## src/rtl/k_wr_full_sync.sv

```systemverilog
// Write-domain FIFO status: read-pointer synchroniser, full/ready, almost-full
// and registered fill level. Ports: clk, rst_n, rptr_gray, wptr_gray, inc,
// full, ready, afull, wlevel, rptr_sync; ovf_err with K_WR_OVF_DET_EN defined.
module k_wr_full_sync #(
  parameter int DATA_SIZE    = 4,
  parameter int SYNC_STAGES  = 2,
  parameter int AFULL_THRESH = 6
) (
  input  logic                 clk,
  input  logic                 rst_n,
  input  logic [DATA_SIZE-1:0] rptr_gray,
  input  logic [DATA_SIZE-1:0] wptr_gray,
  input  logic                 inc,
  output logic                 full,
  output logic                 ready,
  output logic                 afull,
  output logic [DATA_SIZE-1:0] wlevel,
`ifdef K_WR_OVF_DET_EN
  output logic                 ovf_err,
`endif
  output logic [DATA_SIZE-1:0] rptr_sync
);

  localparam int N = DATA_SIZE;

  logic [N-1:0] sync_q [SYNC_STAGES];
  logic [N-1:0] wbin;
  logic [N-1:0] rbin;
  logic [N-1:0] lvl_nxt;

  function automatic logic [N-1:0] g2b(
    input logic [N-1:0] g
  );
    logic [N-1:0] b;
    for (int i = 0; i < N; i++) begin
      b[i] = ^(g >> i);
    end
    return b;
  endfunction

  // Plain flop chain, no logic between stages.
  always_ff @(posedge clk or negedge rst_n) begin
    if (!rst_n) begin
      for (int i = 0; i < SYNC_STAGES; i++) begin
        sync_q[i] <= '0;
      end
    end else begin
      sync_q[0] <= rptr_gray;
      for (int i = 1; i < SYNC_STAGES; i++) begin
        sync_q[i] <= sync_q[i-1];
      end
    end
  end

  assign rptr_sync = sync_q[SYNC_STAGES-1];

  // Full when write pointer is one lap ahead: top two gray bits inverted.
  assign full  = (wptr_gray ==
                  {~rptr_sync[N-1:N-2], rptr_sync[N-3:0]});
  assign ready = ~full;

  assign wbin    = g2b(wptr_gray);
  assign rbin    = g2b(rptr_sync);
  assign lvl_nxt = wbin - rbin;

  always_ff @(posedge clk or negedge rst_n) begin
    if (!rst_n) begin
      wlevel <= '0;
      afull  <= 1'b0;
    end else begin
      wlevel <= lvl_nxt;
      afull  <= (lvl_nxt >= N'(AFULL_THRESH));
    end
  end

`ifdef K_WR_OVF_DET_EN
  always_ff @(posedge clk or negedge rst_n) begin
    if (!rst_n) begin
      ovf_err <= 1'b0;
    end else if (inc && full) begin
      ovf_err <= 1'b1;
    end
  end

`ifndef SYNTHESIS
  always_ff @(posedge clk) begin
    if (rst_n && inc && full) begin
      $display("WARNING: %m write attempted while full at %0t", $time);
    end
  end
`endif
`else
  // Writes while full are dropped by the counter's inc&&ready gating.
  logic unused_inc;
  assign unused_inc = inc;
`endif

endmodule

```

## config.mk

```make
export PLATFORM = sky130hd
export DESIGN_NAME = k_wr_full_sync
export DESIGN_NICKNAME = d
export VERILOG_FILES = /design/src/rtl/k_wr_full_sync.sv
export SDC_FILE = /design/constraint.sdc
export NUM_CORES = 1
export LEC_CHECK = 0
export ABC_CLOCK_PERIOD_IN_PS = 3200
export CORE_MARGIN = 2
export CORE_UTILIZATION = 41
export CTS_CLUSTER_DIAMETER = 100
export DETAILED_ROUTE_END_ITERATION = 8
export PLACE_DENSITY = 0.75
export SLEW_MARGIN = 10
export SYNTH_ARGS = -nofsm -noshare
export SYNTH_HDL_FRONTEND = slang
export SYNTH_SLANG_ARGS = --single-unit
export TNS_END_PERCENT = 30
```

## constraint.sdc

```tcl
create_clock -name clk -period 3.2 [get_ports clk]
set_clock_uncertainty 0.2 [all_clocks]
set_input_delay 0.8 -clock clk [delete_from_list [all_inputs] [get_ports clk]]
set_output_delay 0.8 -clock clk [all_outputs]
set_load 0.03 [all_outputs]
```

==> run summary <==
Status -> complete, no violations
Post-DP HPWL -> 788 um
Pre-antenna DRT Iters -> 2
Max Root-Sink Buffers -> 2
HP Class -> reg -> reg
WL per Instance -> 11.5 um
Layout fillers -> 110
Share of layout cells above drive strength 1 -> 15.5%
Cell Rows -> 13
Post-synth ARST share -> 100%
Critical Path Source Type -> primary input
Sequential Area -> 325 um^2
IO Count -> 22
Avg Synthesized Cell Area -> 12.9 um^2
DIE WIDTH -> 41.7 um
Number of synthesized register bits -> 13
Pwr Density -> 652 nW/um^2
Max incr delay on CP -> 0.55 ns
Worst-path clk slew -> 0.07 ns
Crit path max-delay family -> adder cells
Largest cells by area after synthesis -> dfrtp_1, xnor2_1, xor2_1
Via count -> 396
Pin count of the biggest net entering global routing -> 14
CTS sink cnt -> 13
Yosys warnings -> 0
# Post-CTS Setup Buffers -> 0
Via density -> 4.60
GRT overflow -> 0
Syn Inst Count -> 45
Slowest cell on the critical path -> clkdlybuf4s50_1
Pleak -> 0.384 nW
Peak VDD IR -> 0.000439 V
Fmax -> 323 MHz
Root Driver -> clkbuf_4
Fin crit share -> 96.8%
Synth cell count leaders -> dfrtp_1, xnor2_1, xor2_1
Crit-path max FO -> 3
Detailed-route wire length -> 989 um
Ant diodes -> 0
Total Power -> 551 uW
CTS tree -> done
Fraction of post-synthesis cell area in the top cell type by area -> 55.9%
Synth Flop Type -> dfrtp_1
Final core occ -> 64.2%
First-pass GRT wire length -> 1700 um
Max-slew violation count -> 0
Setup CP Type -> in -> reg
WP data required -> 3.14 ns
Area grow syn2layout -> 45.4%
Sequential fraction of the synthesis area -> 55.9%
CTS buffer count -> 3
Library cells used by synthesis -> 14
Layout Nets -> 87
Slew HR -> 62.7%
Setup crit end kind -> flop
Starting DRC count in detailed routing -> 1
Die height -> 41.7 um
H-tree levels -> 1
Most numerous cell in the Yosys netlist -> dfrtp_1
Syn Nets -> 60
Die area -> 1740 um^2
Syn Std Cell Area -> 582 um^2
Number of max-cap violations -> 0
WP data arrival -> 3.04 ns
Minimum clock period -> 3.10 ns
Initial antenna violation count -> 0
# hold bufs at CTS -> 0
Final ANT Viol Nets -> 0
Area of the multi-input gates -> 223 um^2
Least-Margin Pin Slew -> 0.558 ns
Core footprint -> 1320 um^2
Post-synth EDFFs -> 0
GPL Wtd Cong -> 0.722
Hold Violations, Final -> 0
Post-cts sizing count -> 1
I/O Buffers -> 20
Area leader, netlist -> dfrtp_1
Crit-path cells -> clkdlybuf4s50_1 > xor2_2 > xor2_1 > xnor2_1 > ha_1 > inv_1 > fa_1 > nand2_1 > o22ai_1 > a21oi_1 > o211ai_1
Final setup violation count -> 0
GR Util All Layers -> 13.1%
DRC -> 0
Number of global-route vias before repair -> 393
WP buf/inv -> 2
Initial core utilization -> 44.2%
Worst skew pair latency -> 0.27 ns
[state kept, by name, indices dropped and copies added, names as in the netlist]
signal	flops
wlevel	4
rptr_sync	4
afull	1
sync_q	4
[where the power goes]
part	switching (mW)	internal (mW)	leakage, nW
Combinational	0.134	0.114	0.218
Sequential	0.0103	0.197	0.151
Clock	0.0477	0.0482	0.0150
[worst paths after layout]
path | end | slack (ns) | depth (start not counted) | startpoint
setup / recovery | afull | 0.10 | 11 | wptr_gray[3]
hold / removal | rptr_sync[2] | 0.15 | 0 | sync_q[6]
setup reg to reg | afull | 0.58 | 10 | rptr_sync[2]
hold reg to reg | rptr_sync[2] | 0.15 | 0 | sync_q[6]
max in group asynchronous | sync_q[7] | 1.74 | 1 | rst_n
min in group asynchronous | wlevel[2] | 0.69 | 1 | rst_n
[routing by layer]
| layer | share of wire [%] | up-vias | routed length, um | track usage (%) |
|---|---|---|---|---|
| li1 | - | 193 | - | - |
| met1 | 42 | 193 | 418 | 16.5 |
| met3 | 4.3 | 2 | 43 | 1.74 |
| met2 | 53 | 8 | 521 | 20.3 |
| met4 | 0.61 | 0 | 6 | 9.68 |
| met5 | 0 | - | 0 | 0 |
[through the flow]
step / hold slack (ns) / worst slack, ns / TNS [ns] / cells / instance area [um^2]
2_1_floorplan: 0.131 / 0.364 / 0 / 45 / 582
3_3_place_gp: 0.132 / -0.160 / -0.249 / 82 / 813
3_5_place_dp: 0.136 / -0.202 / -0.304 / 82 / 813
4_1_cts: 0.152 / 0.0580 / 0 / 86 / 838
5_1_grt: 0.165 / -0.00496 / -0.00496 / 86 / 846
6_report: 0.150 / 0.102 / 0 / 86 / 846
[layout by cell type, fill, tap and decap left out]
master / instances
xor2_1: 5
o211ai_1: 1
nand4_1: 1
dlygate4sd2_1: 1
a21o_1: 2
clkbuf_4: 3
ha_1: 3
nand3_1: 1
dfrtp_1: 13
nand2_1: 2
inv_1: 3
fa_1: 1
a21oi_1: 1
xor2_2: 1
buf_4: 7
clkbuf_1: 1
clkdlybuf4s50_1: 18
xnor2_1: 6
o22ai_1: 1
[kinds of logic after synthesis]
family,synth area share (%)
xor gates and xnor gates,18.1
and+or+nand+nor,3.23
buffers and inverters,7.10
DFF,55.9
AOI/OAI and AO/OA,5.81
adders and majority gates,9.89
[final cells by class]
| class | count | share of cell area, % |
|---|---|---|
| well taps | 15 | 2.22 |
| multi-input cells | 25 | 26.3 |
| clock buffers | 4 | 3.11 |
| flip-flops and latches | 13 | 38.5 |
| inverters | 3 | 1.33 |
| repair buffers | 26 | 28.6 |
(Power assumes the default switching activity.)
